<file path="src/rtl/elevator_pkg.sv">
// Shared types for the elevator request dispatcher: floor encoding, FSM states
// and the queued (origin, dest) request record.
package elevator_pkg;

  typedef logic [2:0] floor_t;

  localparam int NUM_FLOORS_DEF = 5;

  typedef enum logic [1:0] {
    IDLE     = 2'd0,
    ISSUE    = 2'd1,
    WAIT_ACK = 2'd2,
    BUSY     = 2'd3
  } dispatch_state_t;

  typedef struct packed {
    floor_t origin;
    floor_t dest;
  } req_t;

endpackage

</file>
<file path="src/rtl/elev_req_fifo.sv">
// Request FIFO; head entry is visible until popped. With ELEV_REQ_DEDUP_EN the
// match output flags any valid entry equal to the incoming request.
module elev_req_fifo
  import elevator_pkg::*;
#(
  parameter int DEPTH = 4
) (
  input  logic                       clk,
  input  logic                       reset,
  input  logic                       push,
  input  logic                       pop,
  input  req_t                       din,
  output req_t                       head,
  output logic                       full,
  output logic                       empty,
  output logic [$clog2(DEPTH+1)-1:0] count
`ifdef ELEV_REQ_DEDUP_EN
  ,
  output logic                       match
`endif
);

  localparam int AW = $clog2(DEPTH);
  localparam int CW = $clog2(DEPTH+1);

  req_t          mem [DEPTH];
  logic [AW-1:0] rd_ptr, wr_ptr;
  logic          do_push, do_pop;

  assign full    = (count == CW'(DEPTH));
  assign empty   = (count == '0);
  assign do_push = push && !full;
  assign do_pop  = pop && !empty;
  assign head    = mem[rd_ptr];

  always_ff @(posedge clk) begin
    if (!reset) begin
      rd_ptr <= '0;
      wr_ptr <= '0;
      count  <= '0;
    end else begin
      if (do_push) wr_ptr <= wr_ptr + 1'b1;
      if (do_pop)  rd_ptr <= rd_ptr + 1'b1;
      case ({do_push, do_pop})
        2'b10:   count <= count + 1'b1;
        2'b01:   count <= count - 1'b1;
        default: ;
      endcase
    end
  end

  always_ff @(posedge clk) begin
    if (do_push) mem[wr_ptr] <= din;
  end

`ifdef ELEV_REQ_DEDUP_EN
  // Per-entry valid bits so stale storage never produces a false match.
  logic [DEPTH-1:0] vld, hit;

  always_ff @(posedge clk) begin
    if (!reset) begin
      vld <= '0;
    end else begin
      if (do_pop)  vld[rd_ptr] <= 1'b0;
      if (do_push) vld[wr_ptr] <= 1'b1;
    end
  end

  for (genvar i = 0; i < DEPTH; i++) begin : g_match
    assign hit[i] = vld[i] && (mem[i] == din);
  end

  assign match = |hit;
`endif

endmodule

</file>
<file path="src/rtl/elevator_dispatch.sv">
// Elevator request dispatcher: validates and queues floor requests, issues them
// one trip at a time to the car controller. Optional dedup: ELEV_REQ_DEDUP_EN.
module elevator_dispatch
  import elevator_pkg::*;
#(
  parameter int DEPTH       = 4,
  parameter int ACK_TIMEOUT = 8,
  parameter int NUM_FLOORS  = NUM_FLOORS_DEF
) (
  input  logic                       clk,
  input  logic                       reset,
  input  logic                       req_valid,
  input  logic [2:0]                 req_origin,
  input  logic [2:0]                 req_dest,
  output logic                       req_ready,
  output logic                       req_error,
  input  logic                       elev_idle,
  output logic                       elev_en,
  output logic [2:0]                 elev_origin,
  output logic [2:0]                 elev_dest,
  output logic                       busy,
  output logic                       dispatch_timeout,
  output logic [$clog2(DEPTH+1)-1:0] q_count
`ifdef ELEV_REQ_DEDUP_EN
  ,
  output logic                       dedup_hit
`endif
);

  localparam int         TW   = $clog2(ACK_TIMEOUT+1);
  localparam logic [3:0] NF   = 4'(NUM_FLOORS);
  localparam logic [TW-1:0] LAST = TW'(ACK_TIMEOUT-1);

  dispatch_state_t state, state_n;
  logic [TW-1:0]   cnt;
  req_t            head, in_req;
  logic            full, empty, accept, bad, push, pop, timeout;

  assign in_req    = '{origin: req_origin, dest: req_dest};
  assign req_ready = !full;
  assign accept    = req_valid && req_ready;
  assign bad       = ({1'b0, req_origin} >= NF) || ({1'b0, req_dest} >= NF) ||
                     (req_origin == req_dest);

`ifdef ELEV_REQ_DEDUP_EN
  logic match, dup;
  // The in-flight trip has already left the queue, so compare it separately.
  assign dup  = match || (state == BUSY && elev_origin == req_origin && elev_dest == req_dest);
  assign push = accept && !bad && !dup;
`else
  assign push = accept && !bad;
`endif

  elev_req_fifo #(.DEPTH(DEPTH)) u_fifo (
    .clk   (clk),
    .reset (reset),
    .push  (push),
    .pop   (pop),
    .din   (in_req),
    .head  (head),
    .full  (full),
    .empty (empty),
    .count (q_count)
`ifdef ELEV_REQ_DEDUP_EN
    ,
    .match (match)
`endif
  );

  always_ff @(posedge clk) begin
    if (!reset) state <= IDLE;
    else        state <= state_n;
  end

  always_comb begin
    state_n = state;
    pop     = 1'b0;
    timeout = 1'b0;
    case (state)
      IDLE:     if (!empty && elev_idle) state_n = ISSUE;
      ISSUE:    state_n = WAIT_ACK;
      WAIT_ACK: begin
        if (!elev_idle) begin
          state_n = BUSY;
          pop     = 1'b1;
        end else if (cnt == LAST) begin
          state_n = IDLE;
          timeout = 1'b1;
        end
      end
      BUSY:     if (elev_idle) state_n = IDLE;
      default:  state_n = IDLE;
    endcase
  end

  // Outputs are registered off the next state so they line up with the state.
  always_ff @(posedge clk) begin
    if (!reset) begin
      cnt              <= '0;
      elev_en          <= 1'b0;
      elev_origin      <= '0;
      elev_dest        <= '0;
      busy             <= 1'b0;
      dispatch_timeout <= 1'b0;
      req_error        <= 1'b0;
`ifdef ELEV_REQ_DEDUP_EN
      dedup_hit        <= 1'b0;
`endif
    end else begin
      elev_en          <= (state_n == ISSUE);
      busy             <= (state_n == BUSY);
      dispatch_timeout <= timeout;
      req_error        <= accept && bad;
`ifdef ELEV_REQ_DEDUP_EN
      dedup_hit        <= accept && !bad && dup;
`endif
      if (state == ISSUE)         cnt <= '0;
      else if (state == WAIT_ACK) cnt <= cnt + 1'b1;
      if (state == IDLE && state_n == ISSUE) begin
        elev_origin <= head.origin;
        elev_dest   <= head.dest;
      end
    end
  end

endmodule

</file>
<file path="config.mk">
export PLATFORM = sky130hd
export DESIGN_NAME = elevator_dispatch
export DESIGN_NICKNAME = d
export VERILOG_FILES = /design/src/rtl/elevator_pkg.sv /design/src/rtl/elev_req_fifo.sv /design/src/rtl/elevator_dispatch.sv
export SDC_FILE = /design/constraint.sdc
export NUM_CORES = 1
export LEC_CHECK = 0
export CORE_ASPECT_RATIO = 0.7
export CORE_UTILIZATION = 49
export DETAILED_ROUTE_END_ITERATION = 7
export PLACE_DENSITY = 0.78
export SLEW_MARGIN = 20
export SYNTH_ARGS = -nofsm -noshare
export SYNTH_HDL_FRONTEND = slang
export SYNTH_HIERARCHICAL = 1
export SYNTH_SLANG_ARGS = --single-unit
export TNS_END_PERCENT = 30
</file>
<file path="constraint.sdc">
create_clock -name clk -period 2.6 [get_ports clk]
set_input_delay 0.52 -clock clk [delete_from_list [all_inputs] [get_ports clk]]
set_output_delay 0.52 -clock clk [all_outputs]
set_load 0.02 [all_outputs]
</file>
Word-level counts from Yosys, hierarchy flattened --
Memories as Yosys holds them, arrays and structs flattened. A register that Yosys moved wholly into a read port is not among the register bits. Index checks and enable logic that the tools add are counted.
Storage, ports and cells: register bits 17, bits in latches 0, bits in writable memories 24, bits in read-only memories 0, input bits 10, output and inout bits 14, logic and storage cells 57, memories kept 1
Memory list:
- u_fifo.mem | words 4, width 6, read ports 1, clocked after Yosys merged registers in 1, wr ports 1, line elev_req_fifo.sv:26 | req_t mem [DEPTH];
Operators by class: add/subtract/negate cells 5, multiply operators 0, divide/modulo/power cells 0, order comparisons 2, eq/ne operators 10, shift-type cells 0, muxes and demuxes 11, bitwise operators 1, reductions and logical operators 18
Operators with widths (number):
- 2-bit == test (second input constant) | 4
- 2-bit two-way mux | 4
- 2-bit case mux with 4 select lines | 1
- 1-bit logical AND | 7
- 2-bit by 1-bit == test with 1-bit output (second input constant) | 3
- 3-bit >= comparator (second input constant) | 2
- 3-bit case mux with 2 select lines | 1
- 1-bit two-way mux | 5
- 2-bit by 1-bit adder with 2-bit output (second input constant) | 2
- 4-bit by 1-bit adder with 4-bit output (second input constant) | 1
- 4-bit by 3-bit == test with 1-bit output (second input constant) | 1
- 1-bit logical NOT | 4
- 3-bit by 1-bit adder with 3-bit output (second input constant) | 1
- 3-bit == test | 1
- 3-bit == test (second input constant) | 1
- 3-bit logical NOT | 1
- 3-bit AND reduction | 1
- 3-bit by 1-bit subtractor with 3-bit output (second input constant) | 1
- 2-bit logical NOT | 1
- 1-bit logical OR | 2
- 2-bit nonzero test | 1
- 2-bit OR reduction | 1
- 1-bit inverter | 1

Depth between registers and ports, before layout --
depth after elaboration 8, depth in mapped cells 12, mapped depth without buffers 11

Hierarchy --
Netlist, hierarchy kept.
Modules (own cells, without submodules):
- elev_req_fifo | instances 1, cells an instance 85, area an instance 1355.0 µm², sequential area each 900.9 µm²
- elevator_dispatch | instances 1, cells an instance 76, area an instance 734.5 µm², sequential area each 320.3 µm²

Worst setup path after synthesis --
OpenSTA, ideal clock, no wires.
kind in2reg, start in req_origin[0], end reg u_fifo.count[2], library setup time 0.070 ns, data arrival time 2.507 ns, required time 2.530 ns, path slack 0.023 ns, stages on the path 12, path buffers 1, cell sequence xnor2_1 > a211oi_1 > o311a_1 > nor2b_1 > buf_2 > inv_2 > ha_1 > inv_1 > fa_1 > xor2_1 > or3_1 > a21boi_1
Between the ends: cells in the longest elaborated chain, start to end 8, elaborated cells on any way between the ends 11, classes of those cells order compare (1); eq/ne (3); mux (1); reduce/logical (6)
RTL lines:
- start: declaration | line elevator_dispatch.sv:13 | input logic [2:0] req_origin,
- 3-bit >= comparator | line elevator_dispatch.sv:42 | assign bad = ({1'b0, req_origin} >= NF) || ({1'b0, req_dest} >= NF) ||
- 1-bit logical OR | line elevator_dispatch.sv:42
- 1-bit logical OR (*) | line elevator_dispatch.sv:42
- 1-bit logical NOT (*) | line elevator_dispatch.sv:51 | assign push = accept && !bad;
- 1-bit logical AND (*) | line elevator_dispatch.sv:51
- named net push | line elevator_dispatch.sv:37 | logic full, empty, accept, bad, push, pop, timeout;
- 1-bit logical AND (*) | line elev_req_fifo.sv:32 | assign do_push = push && !full;
- 2-bit by 1-bit == test with 1-bit output or 2-bit == test (tied branches) | line elev_req_fifo.sv:44 | case ({do_push, do_pop})
- 3-bit case mux with 2 select lines or 2-bit nonzero test (tied branches)
- end signal: assignment | line elev_req_fifo.sv:45 | 2'b10: count <= count + 1'b1;
- end signal: assignment | line elev_req_fifo.sv:46 | 2'b01: count <= count - 1'b1;
- end: declaration | line elev_req_fifo.sv:16 | output logic [$clog2(DEPTH+1)-1:0] count
The timed path passes the listed nets; every way through them passes the cells marked *. A chain may end at the register's enable or synchronous reset.

Final worst setup path --
Same ends and word-level chain as after synthesis.

==> impl_metrics.toml <==
[grt]
grt_max_degree = 17
grt_pass1_wl_mm = 6.50
grt_pass1_vias = 1387
busiest_layer = "met2"
antenna_found_initial = 0
grtUsageTotal_pct = 20.1
grtUsageMet3_pct = 6.99
use_met2_pct = 33.2
grtUsageMet1_pct = 23.6
grt_remaining_overflow = 0

[critical_path]
cp-start-kind = "primary input"
worstPathArrival_ns = 2.75
crit_start = "req_origin[0]"
cp_max_fo = 3
r2r_slack_ns = 0.25
r2r_cells = 9
crit_required_ns = 2.84
crit_chain = "dlygate4sd2_1 > xnor2_1 > a211oi_2 > o311a_1 > nor2b_2 > inv_2 > ha_1 > inv_1 > fa_2 > xor2_1 > or3_1 > a21boi_1"
crit_path_end_kind = "flip-flop"
critPathCapture = "u_fifo/count[2]"
max_stage_delay_ns = 0.33
cp.depth = 12
reg2reg_to = "u_fifo/count[2]"
r2r_start = "state[0]"
crit_buf_inv = 3
cp_top_family = "compound AO/OA/AOI/OAI gates"
worstSetupPathType = "in2reg"
crit_path_top_delay_cell = "o311a_1"

[drt]
ant_nets = 0
routedWlPerCell_um = 15.4
dr.pass1.iters = 4
via_per_inst = 5.38
wl_mm = 3.95
vias = 1378
drt_iter0_drc = 99
drcViolationCount = 0

[yosys]
ys.flop_type = "dfxtp_1"
synth_edf_count = 24
syn_inst = 161
postSynthAreaPerCell_um2 = 13.0
syn_nets = 178
ys_ff_latch = 49
synth_async_sr_flop_share_pct = 0
ys_seq_area_share_pct = 58.4
yosys_warnings = 6
syn_area_um2 = 2090
synth.distinct_cells = 41

[timing]
hold_viol = 0
finClkSkew_ns = 0.0107
slew_headroom_pct = 55.9
clock.fmax_mhz = 398
setup_violations = 0
tightest_slew_ns = 0.658
period_needed_ns = 2.51
drv_slew = 0
timing.hold.ws_ns = 0.507
fin_crit_sh_pct = 96.7

[cells_and_area]
drive_gt1_share_pct = 20.6
layout_common_cells = "dfxtp_1, edfxtp_1, clkdlybuf4s50_1, buf_4, nand2_1"
layout_commonest_cell = "dfxtp_1"
fillers = 288
area_growth_pct = 25.7
num-nets-final = 220
design_area_um2 = 2630
antenna_cells = 0

[worst_hold_path]
min_from = "u_fifo/rd_ptr[0]"
min_path_type = "reg2reg"

[placement]
portBuffers = 23
place_congestion = 0.820
place_area_um2 = 2490
dp_hpwl_mm = 2.83

[job]
drv_cap = 0

[floorplanning]
dieWidth_um = 80.1
row_count = 19
start_util_pct = 52.3
die_area_um2 = 4530
coreArea_um2 = 3990
die_y_um = 56.6
ios = 24

[cts]
cts_max_level = 2
cts_tree = "done"
cts.hold.buffers_added = 0
root_buffer = "clkbuf_8"
clockBufferDepth = 2
clock_sinks = 49
cts_buffers = 5
clk_latency_ns = 0.31
path_clk_slew_ns = 0.08

[power_and_ir_drop]
p_total_w = 0.00153
power.density_nw_per_um2 = 581
vdd_ir_drop_max_uv = 299
p_leak_nw = 0.921

[outcome]
outcome = "complete, no violations"
## repair_timing
| action | 4_1_cts | 5_1_grt |
|---|---|---|
| gates cloned | 0 | 0 |
| buffers inserted | 0 | 1 |
| endpoints found under the setup margin | 2 | 2 |
| pin swaps | 2 | 3 |
| resized for setup | 9 | 3 |
## layout make-up
cell class                 instances  area, um2  share of cell area, %
multi-input combinational         98        833                   31.7
clock inverter                     2       33.8                   1.29
clock buffer                       6       72.6                   2.76
tap                               52       65.1                   2.48
inverter                           8       30.0                   1.14
timing repair buffer              41        370                   14.1
sequential                        49       1220                   46.5
## worst register-to-register path, delay by kind of cell, from the launching register on
kind | cells | cell delay, ns
flip-flops | 1 | 0.43
XOR/XNOR | 1 | 0.15
adder cells (fa/ha/maj) | 2 | 0.53
buffers and inverters | 1 | 0.06
AO/OA/AOI/OAI | 1 | 0.12
AND/OR/NAND/NOR | 4 | 0.98
## report_power, final
group | leakage (nW) | internal (W) | total (W) | switching [W]
combinational | 0.449 | 0.0000783 | 0.000154 | 0.0000754
sequential | 0.419 | 0.000828 | 0.000844 | 0.0000152
clock | 0.0528 | 0.000284 | 0.000528 | 0.000244
## sequential cells by signal, indices dropped and copies added, names as in the netlist, named ones only
| name | cells |
|---|---|
| elev_dest | 3 |
| elev_origin | 3 |
| cnt | 4 |
| u_fifo/count | 3 |
| elev_en | 1 |
| req_error | 1 |
| u_fifo/mem | 24 |
| state | 2 |
| busy | 1 |
| u_fifo/wr_ptr | 2 |
| dispatch_timeout | 1 |
| u_fifo/rd_ptr | 2 |
## cells in the mapped netlist, drive strengths merged, types with 3 or more instances
| cell | count | area, um2 |
|---|---|---|
| a21boi | 5 | 37.5 |
| and2 | 9 | 56.3 |
| buf | 5 | 30.0 |
| dfxtp | 25 | 500 |
| edfxtp | 24 | 721 |
| ha | 6 | 75.1 |
| inv | 8 | 30.0 |
| mux2i | 8 | 80.1 |
| mux4 | 6 | 135 |
| nand2 | 13 | 48.8 |
| nand2b | 4 | 25.0 |
| nand3 | 3 | 15.0 |
| nor2b | 8 | 50.1 |
| o21ai | 8 | 40.0 |
| xnor2 | 3 | 26.3 |
## logic make-up after synthesis
group / after synthesis / synth area share [%]
multiplexers: 14 / 10.3
buffers and inverters: 14 / 3.05
adder cells (fa/ha/maj): 7 / 4.55
AO/OA/AOI/OAI: 18 / 5.63
flip-flops: 49 / 58.4
XOR/XNOR: 4 / 1.68
AND/OR/NAND/NOR: 55 / 16.3
## layer usage
| metal | vias up | wire length (um) | part of all wire, % |
|---|---|---|---|
| met5 | - | 0 | 0 |
| met4 | 0 | 79 | 2.0 |
| met3 | 8 | 220 | 5.6 |
| met2 | 37 | 2010 | 51 |
| met1 | 675 | 1630 | 41 |
| li1 | 658 | - | - |
## worst min-delay path by stage
stage	cells after the start	endpoint	slack, ns
after floorplan	2	flip-flop	0.46
after global placement	2	u_fifo/rd_ptr[1]	0.47
after detailed placement	2	u_fifo/rd_ptr[0]	0.49
after CTS	2	u_fifo/rd_ptr[0]	0.50
after global routing	2	u_fifo/rd_ptr[1]	0.55
final	2	u_fifo/rd_ptr[0]	0.51
## stage by stage
| stage | worst slack [ns] | TNS [ns] | cells | utilization, % |
|---|---|---|---|---|
| after detailed placement | -0.444 | -3.69 | 247 | 62.4 |
| after CTS | 0.0525 | 0 | 255 | 65.3 |
| final | 0.0860 | 0 | 256 | 65.8 |
| after global routing | -0.00109 | -0.00109 | 256 | 65.8 |
| after global placement | -0.404 | -1.36 | 247 | 62.4 |
| after floorplan | 0.0230 | 0 | 161 | - |
Power figures use the tool's default switching activity.
